--- src/rtl/scanline_term_pkg.sv ---
// Shared types and helpers for the scanline term sequencer.
// The optional term check is enabled with the SCANLINE_TERM_CHECK_EN macro.
package scanline_term_pkg;

  function automatic int term_w(input int dw_integer, input int dw_fraction,
                                input int dw_keep_fraction);
    return dw_integer + dw_fraction - dw_keep_fraction + 1;
  endfunction

  // 2.0 expressed in term units for a given number of kept fraction bits.
  function automatic int term_step(input int dw_keep_fraction);
    return 2 << dw_keep_fraction;
  endfunction

  localparam int TERM_W    = term_w(16, 8, 4);
  localparam int TERM_STEP = term_step(4);

  typedef logic signed [TERM_W-1:0] term_t;

  typedef logic [2:0] state_t;
  localparam state_t ST_IDLE       = 3'd0;
  localparam state_t ST_CONFIG     = 3'd1;
  localparam state_t ST_WAIT_TERMS = 3'd2;
  localparam state_t ST_ACK        = 3'd3;
  localparam state_t ST_STREAM     = 3'd4;

endpackage

--- src/rtl/scanline_term_sequencer_serializer.sv ---
// Capture buffer for one scan point and the serial valid/ready term stream.
// Related macro: SCANLINE_TERM_CHECK_EN (handled in the top, not here).
module term_stream_serializer
  import scanline_term_pkg::*;
#(
  parameter int TERM_W       = 21,
  parameter int NUM_ELEMENTS = 64,
  parameter int EW           = 6
) (
  input  logic                           clk,
  input  logic                           rst,
  input  logic                           i_load,
  input  logic [NUM_ELEMENTS*TERM_W-1:0] i_terms,
  input  logic                           i_launch,
  input  logic                           i_ready,
  output logic                           o_busy,
  output logic signed [TERM_W-1:0]       o_term,
  output logic [EW-1:0]                  o_elem,
  output logic                           o_last_beat
);

  logic signed [TERM_W-1:0] r_buf [NUM_ELEMENTS];
  logic [EW-1:0]            r_elem;
  logic                     r_valid;
  logic                     w_fire;

  assign w_fire      = r_valid & i_ready;
  assign o_last_beat = w_fire && (r_elem == EW'(NUM_ELEMENTS - 1));
  assign o_busy      = r_valid;
  assign o_elem      = r_elem;
  assign o_term      = r_buf[r_elem];

  always_ff @(posedge clk) begin
    if (!rst) begin
      r_valid <= 1'b0;
      r_elem  <= '0;
      // NOTE: the buffer is explicitly cleared so out_term reads 0 after reset;
      // this costs a reset on every buffer bit rather than a plain RAM.
      for (int n = 0; n < NUM_ELEMENTS; n++) r_buf[n] <= '0;
    end else begin
      if (i_load) begin
        for (int n = 0; n < NUM_ELEMENTS; n++) r_buf[n] <= i_terms[n*TERM_W +: TERM_W];
        r_elem <= '0;
      end
      if (i_launch)         r_valid <= 1'b1;
      else if (o_last_beat) r_valid <= 1'b0;
      if (w_fire) r_elem <= o_last_beat ? '0 : r_elem + 1'b1;
    end
  end

endmodule

--- src/rtl/scanline_term_sequencer.sv ---
// Scanline term sequencer: configures the term generator, captures each point's
// terms and streams them per element. Optional macro: SCANLINE_TERM_CHECK_EN.
module scanline_term_sequencer
  import scanline_term_pkg::*;
#(
  parameter int DW_INTEGER               = 16,
  parameter int DW_FRACTION              = 8,
  parameter int DW_INC_AND_COMP_FRACTION = 4,
  parameter int DW_INPUT                 = 8,
  parameter int DW_ANGLE                 = 8,
  parameter int NUM_ELEMENTS             = 64,
  parameter int DW_POINTS                = 10,
  localparam int TERM_W = term_w(DW_INTEGER, DW_FRACTION, DW_INC_AND_COMP_FRACTION),
  localparam int EW     = (NUM_ELEMENTS > 1) ? $clog2(NUM_ELEMENTS) : 1
) (
  input  logic                           clk,
  input  logic                           rst,
  input  logic                           start,
  input  logic [DW_INPUT-1:0]            r_0_in,
  input  logic [DW_ANGLE-1:0]            angle_in,
  input  logic [DW_POINTS-1:0]           num_points,
  output logic                           configure,
  output logic [DW_INPUT-1:0]            r_0,
  output logic [DW_ANGLE-1:0]            angle,
  input  logic [NUM_ELEMENTS*TERM_W-1:0] terms_in,
  input  logic                           terms_ready,
  input  logic                           done_configuring,
  output logic                           ack,
  output logic                           final_scanpoint,
  output logic                           out_valid,
  input  logic                           out_ready,
  output logic signed [TERM_W-1:0]       out_term,
  output logic [EW-1:0]                  out_elem,
  output logic [DW_POINTS-1:0]           out_point,
  output logic                           out_last,
  output logic                           busy,
  output logic                           scan_done,
  output logic                           term_err
);

  state_t               r_state;
  logic [DW_INPUT-1:0]  r_r0;
  logic [DW_ANGLE-1:0]  r_angle;
  logic [DW_POINTS-1:0] r_point;
  logic [DW_POINTS-1:0] r_last_point;
  logic                 r_configure;
  logic                 r_ack;
  logic                 r_final;
  logic                 r_scan_done;
  logic                 w_capture;
  logic                 w_accept;
  logic                 w_last_beat;
  logic                 w_stream_busy;

  assign w_accept  = (r_state == ST_IDLE) && start;
  // Capture only happens in WAIT_TERMS, so a stale ready after ack is never used.
  assign w_capture = (r_state == ST_WAIT_TERMS) && terms_ready;

  always_ff @(posedge clk) begin
    if (!rst) begin
      r_state      <= ST_IDLE;
      r_r0         <= '0;
      r_angle      <= '0;
      r_point      <= '0;
      r_last_point <= '0;
      r_configure  <= 1'b0;
      r_ack        <= 1'b0;
      r_final      <= 1'b0;
      r_scan_done  <= 1'b0;
    end else begin
      r_configure <= 1'b0;
      r_ack       <= 1'b0;
      r_final     <= 1'b0;
      r_scan_done <= 1'b0;
      case (r_state)
        ST_IDLE: if (start) begin
          r_r0         <= r_0_in;
          r_angle      <= angle_in;
          r_last_point <= (num_points == '0) ? '0 : num_points - 1'b1;
          r_point      <= '0;
          r_configure  <= 1'b1;
          r_state      <= ST_CONFIG;
        end
        ST_CONFIG: r_state <= ST_WAIT_TERMS;
        ST_WAIT_TERMS: if (terms_ready) begin
          r_ack   <= 1'b1;
          r_final <= (r_point == r_last_point);
          r_state <= ST_ACK;
        end
        ST_ACK: r_state <= ST_STREAM;
        ST_STREAM: if (w_last_beat) begin
          if (r_point == r_last_point) begin
            r_scan_done <= 1'b1;
            r_state     <= ST_IDLE;
          end else begin
            r_point <= r_point + 1'b1;
            r_state <= ST_WAIT_TERMS;
          end
        end
        default: r_state <= ST_IDLE;
      endcase
    end
  end

  term_stream_serializer #(
    .TERM_W       (TERM_W),
    .NUM_ELEMENTS (NUM_ELEMENTS),
    .EW           (EW)
  ) u_serializer (
    .clk         (clk),
    .rst         (rst),
    .i_load      (w_capture),
    .i_terms     (terms_in),
    .i_launch    (r_state == ST_ACK),
    .i_ready     (out_ready),
    .o_busy      (w_stream_busy),
    .o_term      (out_term),
    .o_elem      (out_elem),
    .o_last_beat (w_last_beat)
  );

  assign configure       = r_configure;
  assign r_0             = r_r0;
  assign angle           = r_angle;
  assign ack             = r_ack;
  assign final_scanpoint = r_final;
  assign out_valid       = w_stream_busy;
  assign out_point       = r_point;
  assign out_last        = w_stream_busy && (out_elem == EW'(NUM_ELEMENTS - 1)) &&
                           (r_point == r_last_point);
  assign busy            = (r_state != ST_IDLE);
  assign scan_done       = r_scan_done;

`ifdef SCANLINE_TERM_CHECK_EN
  localparam logic signed [TERM_W-1:0] TERM_STEP_W = TERM_W'(term_step(DW_INC_AND_COMP_FRACTION));

  logic signed [TERM_W-1:0] r_prev [NUM_ELEMENTS];
  logic                     r_term_err;
  logic                     w_step_err;
  logic                     w_check_err;

  always_comb begin
    // NOTE: default first so the loop below cannot infer a latch.
    w_step_err = 1'b0;
    for (int n = 0; n < NUM_ELEMENTS; n++) begin
      if (terms_in[n*TERM_W +: TERM_W] != TERM_W'(r_prev[n] + TERM_STEP_W)) w_step_err = 1'b1;
    end
  end

  // Point 0 has no predecessor; there the generator must report configured.
  assign w_check_err = (r_point == '0) ? !done_configuring : w_step_err;

  always_ff @(posedge clk) begin
    if (!rst) begin
      r_term_err <= 1'b0;
      for (int n = 0; n < NUM_ELEMENTS; n++) r_prev[n] <= '0;
    end else begin
      if (w_accept)                     r_term_err <= 1'b0;
      else if (w_capture && w_check_err) r_term_err <= 1'b1;
      if (w_capture) begin
        for (int n = 0; n < NUM_ELEMENTS; n++) r_prev[n] <= terms_in[n*TERM_W +: TERM_W];
      end
    end
  end

  assign term_err = r_term_err;
`else
  logic w_unused_check;
  assign w_unused_check = done_configuring ^ w_accept;
  assign term_err       = 1'b0;
`endif

endmodule

--- config.mk ---
export PLATFORM = sky130hd
export DESIGN_NAME = scanline_term_sequencer
export DESIGN_NICKNAME = d
export VERILOG_FILES = /design/src/rtl/scanline_term_pkg.sv /design/src/rtl/scanline_term_sequencer_serializer.sv /design/src/rtl/scanline_term_sequencer.sv
export SDC_FILE = /design/constraint.sdc
export NUM_CORES = 2
export LEC_CHECK = 0
export BUFFER_PORTS_ARGS = -buffer_cell sky130_fd_sc_hd__buf_2
export CORE_AREA = 8 8 550 552
export CTS_CLUSTER_DIAMETER = 200
export DETAILED_ROUTE_END_ITERATION = 10
export DIE_AREA = 0 0 558 560
export SETUP_SLACK_MARGIN = 0.05
export SYNTH_ARGS = -nofsm -noshare
export SYNTH_HDL_FRONTEND = slang
export SYNTH_SLANG_ARGS = --single-unit
--- constraint.sdc ---
create_clock -name clk -period 257.9 [get_ports clk]
set_input_delay 12.895 -clock clk [delete_from_list [all_inputs] [get_ports clk]]
set_output_delay 12.895 -clock clk [all_outputs]
set_load 0.01 [all_outputs]
### Word-level counts from Yosys, hierarchy flattened

Memories as Yosys holds them, arrays and structs flattened. A register that Yosys moved wholly into a read port is not among the register bits.
Cells that the tools add are included.

| storage, ports and cells | value |
|---|---|
| register bits | 50 |
| bits in latches | 0 |
| RAM bits | 1344 |
| ROM bits | 0 |
| input bits | 1376 |
| output and inout port bits | 61 |
| word-level logic and storage cells | 195 |
| memories | 1 |

Memory list:

| memory | depth | bits a word | rd ports | clocked after Yosys merged registers in | write ports | RTL line | source |
|---|---|---|---|---|---|---|---|
| u_serializer.r_buf | 64 | 21 | 1 | 1 | 64 | scanline_term_sequencer_serializer.sv:22 | `logic signed [TERM_W-1:0] r_buf [NUM_ELEMENTS];` |

| cells by class | value |
|---|---|
| $add $sub $neg | 3 |
| multiply operators | 0 |
| div/mod/pow operators | 0 |
| $lt $le $gt $ge | 0 |
| equal/unequal tests | 10 |
| shifts and indexed selects | 0 |
| multiplexer cells | 88 |
| bitwise gates (word level) | 65 |
| reductions and logical operators | 17 |

Operator list:

| operator | count |
|---|---|
| 21-bit two-way mux | 64 |
| 1-bit bitwise OR | 64 |
| 10-bit two-way mux | 4 |
| 6-bit two-way mux | 5 |
| 10-bit one-hot mux with 2 select lines | 1 |
| 3-bit one-hot mux with 5 select lines | 1 |
| 10-bit by 1-bit adder with 10-bit output (second input constant) | 1 |
| 10-bit == test | 1 |
| 10-bit zero test | 1 |
| 10-bit by 1-bit subtractor with 10-bit output (second input constant) | 1 |
| 1-bit two-way mux | 9 |
| 3-bit two-way mux | 3 |
| 3-bit AND reduction | 3 |
| 6-bit by 1-bit adder with 6-bit output (second input constant) | 1 |
| 3-bit by 2-bit == test with 1-bit output (second input constant) | 2 |
| 6-bit == test (second input constant) | 1 |
| 2-bit != test (second input constant) | 3 |
| 2-bit AND reduction | 3 |
| 2-bit nonzero test | 3 |
| 1-bit logical AND | 4 |
| 4-bit AND reduction | 1 |
| 3-bit by 1-bit == test with 1-bit output (second input constant) | 1 |
| 3-bit == test (second input constant) | 1 |
| 3-bit zero test | 1 |
| other kinds (4) | 4 |

### Depth between registers and ports, before layout

| logic depth | value |
|---|---|
| word-level depth | 6 |
| gate-level depth with buffers | 9 |

### Cells and area by module

A second synthesis with hierarchy kept.

| second synthesis, totals | value |
|---|---|
| cells, all modules | 4222 |
| area, all modules | 63925.1 um^2 |

By module, submodules not included:

| module | times used | cells an instance | area an instance (um^2) | sequential area each (um^2) |
|---|---|---|---|---|
| term_stream_serializer | 1 | 3983 | 61814.3 | 40619.0 |
| scanline_term_sequencer | 1 | 239 | 2110.8 | 860.8 |

### Least setup slack after synthesis

No wires, ideal clock.

| timing path | value |
|---|---|
| kind | in2reg |
| from | in terms_ready |
| to | mem u_serializer.r_buf[0][0], enable pin |
| arrival time | 106.360 ns |
| required time | 252.972 ns |
| path slack | 146.612 ns |
| stages on the path | 2 |
| path buffers | 0 |
| cell sequence | nand3b_1 > o21ai_0 |

RTL lines:

| element | RTL line | source |
|---|---|---|
| start, declared | scanline_term_sequencer.sv:26 | `input logic terms_ready,` |
| end, declared | scanline_term_sequencer_serializer.sv:22 |  |

==> out/results.tsv <==
stage	metric	value	unit
timing	Final Max Slew Viols	0	
global_route	maximum number of pins on one net before global-route repair	239	
global_route	gr usage total	17.0	%
clocking	Reg clk slew, reported paths	0.06	ns
floorplan	Die X	558	um
layout	Fill cells	30300	
worst_setup_path	Top cell by count, worst path	buf_4	
synth	Syn Area/Cell	15.3	um2
drt	via/cell ratio	4.36	
clocking	# hold bufs at CTS	0	
clocking	clk_lat worst skew	0.85	ns
placed_design	I/O Buffers	1434	
worst_setup_path	critical-path cell list	buf_4 -> buf_4 -> buf_4 -> mux4_2 -> o21ai_0 -> buf_4 -> a32o_1 -> a211oi_1 -> buf_2	
timing	Finish-stage setup viols	0	
worst_setup_path	crit path kind	flip-flop to primary output	
synth	Synth top area share	63.9	%
floorplan	die height	560	um
synth	area leader, netlist	edfxtp_1	
drt	antenna viol nets, final	0	
power	Leakage	29.7	nW
floorplan	row cnt	199	
timing	Final Hold Vio Count	0	
global_route	total gr overflow	0	
floorplan	Die ar.	312000	um2
layout	Layout Nets	6897	
layout	Core Util, Final	27.2	%
drt	via count	42100	
clocking	clock buffer depth	4	
clocking	# H-tree levels	4	
layout	area growth from synthesis to layout	26.2	%
floorplan	Initial Util	21.5	%
synth	flops & latches, synth	1400	
synth	ys async rst share	0	%
synth	ranking of synthesized cells by area	edfxtp_1, and2_1, mux4_2	
layout	area of the multi-input gates	20100	um2
worst_setup_path	Critical Path RT	245.01	ns
drt	routed length per placed instance	29.0	um
floorplan	I/O pin cnt	1437	
job	max cap viols	0	
layout	layout cells sized above 1	36.1	%
clocking	# clock sinks	1400	
synth	Synth Flop Type	edfxtp_1	
synth	post-synthesis sequential area ratio	65.7	%
worst_setup_path	Crit-path slowest cell	o21ai_0	
global_route	vias in the first global route	43300	
hold_path	worst hold path class	flip-flop to flip-flop	
synth	Post-Syn Instances	4137	
worst_setup_path	CP endpoint kind	primary output	
placed_design	post-DP HPWL	220000	um
global_route	initial antenna violation count	204	
clocking	root buf cell	clkbuf_16	
power	Max IR drop VDD	0.00000564	V
layout	Reg area	41500	um2
timing	fin crit share	7.31	%
worst_setup_path	crit path max fanout	29	
worst_setup_path	WP data arrival	5.96	ns
timing	RSZ-0062 raised after global routing	false	
clocking	Resize count post-CTS	0	
synth	Distinct cells, synth	58	
worst_setup_path	Setup crit start kind	flip-flop	
power	PD cells	6.71	nW/um2
worst_setup_path	CP peak stage delay	0.92	ns
floorplan	Core Footprint	293000	um2
drt	initial drt markers	4505	
timing	Min Clock Period, post-route	18.86	ns
timing	worst-margin pin slew	1.17	ns
clocking	CTS tree	built	
status	outcome	finished, final reports clean	
synth	mapped cell area	63100	um2
global_route	first-pass GRT wire length	367000	um
synth	Synth Net Count	5516	
clocking	CTS buffer count	163	
clocking	Post-CTS Setup Repair Bufs	0	
timing	Setup Skew	0.0497	ns
placed_design	gp weighted congestion	0.906	
synth	EDFF count, synth	1344	
timing	fmax	53.0	MHz
synth	Synth Warn #	0	
drt	first-pass iteration count of the detailed router	6	
drt	Routed WL	280000	um
timing	Slew Limit Headroom	21.2	%
drt	DRC violations left	0	
timing	final setup TNS	0	ns
[final timing paths]
check                           cells past startpoint                                        to  slack [ns]               startpoint
worst min-delay path                                2                       r_0[7]$_SDFFE_PN0P_        0.46      r_0[7]$_SDFFE_PN0P_
worst min register to register                      2                       r_0[7]$_SDFFE_PN0P_        0.46      r_0[7]$_SDFFE_PN0P_
worst max-delay path                                9                               out_term[5]      239.04                flip-flop
worst max register to register                      7  u_serializer.r_buf[17][12]$_SDFFCE_PN0P_      251.82  r_state[2]$_SDFFE_PN0P_
[report_power, final]
part           total [mW]  switching (mW)  leakage, nW  internal [mW]
clock               0.220          0.0985         2.40          0.122
sequential          0.272         0.00558         14.3          0.266
combinational      0.0424          0.0248         13.0         0.0177
[sequential cells by signal, indices dropped and copies added (netlist names), 3 cells and up, named ones only]
name / cells
angle: 8
out_point: 10
r_last_point: 10
u_serializer.o_elem: 6
r_0: 8
u_serializer.r_buf: 1344
r_state: 3
[cell families after synthesis]
group | Yosys count | share of synthesized area [%]
XOR/XNOR | 16 | 0.222
adder cells (fa/ha/maj) | 3 | 0.0595
flip-flops | 1400 | 65.7
AND/OR/NAND/NOR | 1619 | 15.3
multiplexers | 482 | 12.7
other | 1 | 0.00594
AO/OA/AOI/OAI | 305 | 3.51
buffers and inverters | 311 | 2.50
[stage by stage]
stage	power (mW)	instances	worst slack [ns]	hold slack, ns	cell area [um2]
final	0.535	9664	239.04	0.457	79700
after global routing	0.552	9617	238.91	0.479	79500
after CTS	0.541	9559	238.85	0.458	79400
after detailed placement	0.319	9272	239.35	0.449	74500
after global placement	0.318	9272	239.50	0.446	74500
after floorplan	0.347	4137	146.61	0.443	63100
[synth_stat cells, types with 30 or more instances]
| library cell | instances |
|---|---|
| buf_6 | 32 |
| dfxtp_1 | 56 |
| nand2_1 | 150 |
| a21oi_1 | 45 |
| clkbuf_1 | 193 |
| buf_4 | 30 |
| mux2_2 | 42 |
| o21ai_0 | 43 |
| mux4_2 | 245 |
| mux2i_1 | 191 |
| nor2_1 | 30 |
| and2_1 | 1351 |
| buf_2 | 37 |
| a221oi_1 | 46 |
| edfxtp_1 | 1344 |
| a22oi_1 | 39 |
[cell usage in the layout, fill, tap and decap left out, types with 7 or more instances in the layout]
cell type	n
xor2_1	11
clkbuf_16	164
mux4_2	245
edfxtp_1	1344
a221oi_1	46
diode_2	105
and3_1	18
clkbuf_1	32
mux2i_1	191
nand2_1	150
inv_1	8
o21a_1	11
a31oi_1	14
nor3_1	7
o211ai_1	15
a211oi_1	23
a32o_1	12
nand3_1	21
nor2_1	26
mux2_2	42
a22oi_1	39
clkinv_1	43
dfxtp_1	51
a21oi_1	44
and2_1	1350
o21ai_0	42
a22o_1	11
clkinv_2	21
buf_4	76
buf_2	1433
o2111ai_1	7
nand4_1	10
nand2b_1	11
buf_12	7
a2bb2oi_1	16
[cell type report]
cell class	instances	share of cell area, %
multi-input combinational	2426	25.3
antenna	105	0.330
sequential	1400	52.1
clock buffer	197	5.32
timing repair buffer	1517	9.91
inverter	10	0.0503
tap	3919	6.16
clock inverter	90	0.873
[critical path: cells and delay by family, from the launching register on]
kind / cells / cell delay [ns]
AO/OA/AOI/OAI: 3 / 1.48
buffers and inverters: 5 / 2.11
flip-flops: 1 / 0.69
multiplexers: 1 / 0.62
[routing by layer]
layer  GRT usage (%)  vias up  share of wire (%)
li1                -    18200                  -
met1            21.1    21100                 39
met2            27.5     2222                 46
met3            6.06      478                 11
met4            5.40      100                3.5
met5               0        -               0.22
Note: power is estimated with default switching activity, not from simulation.
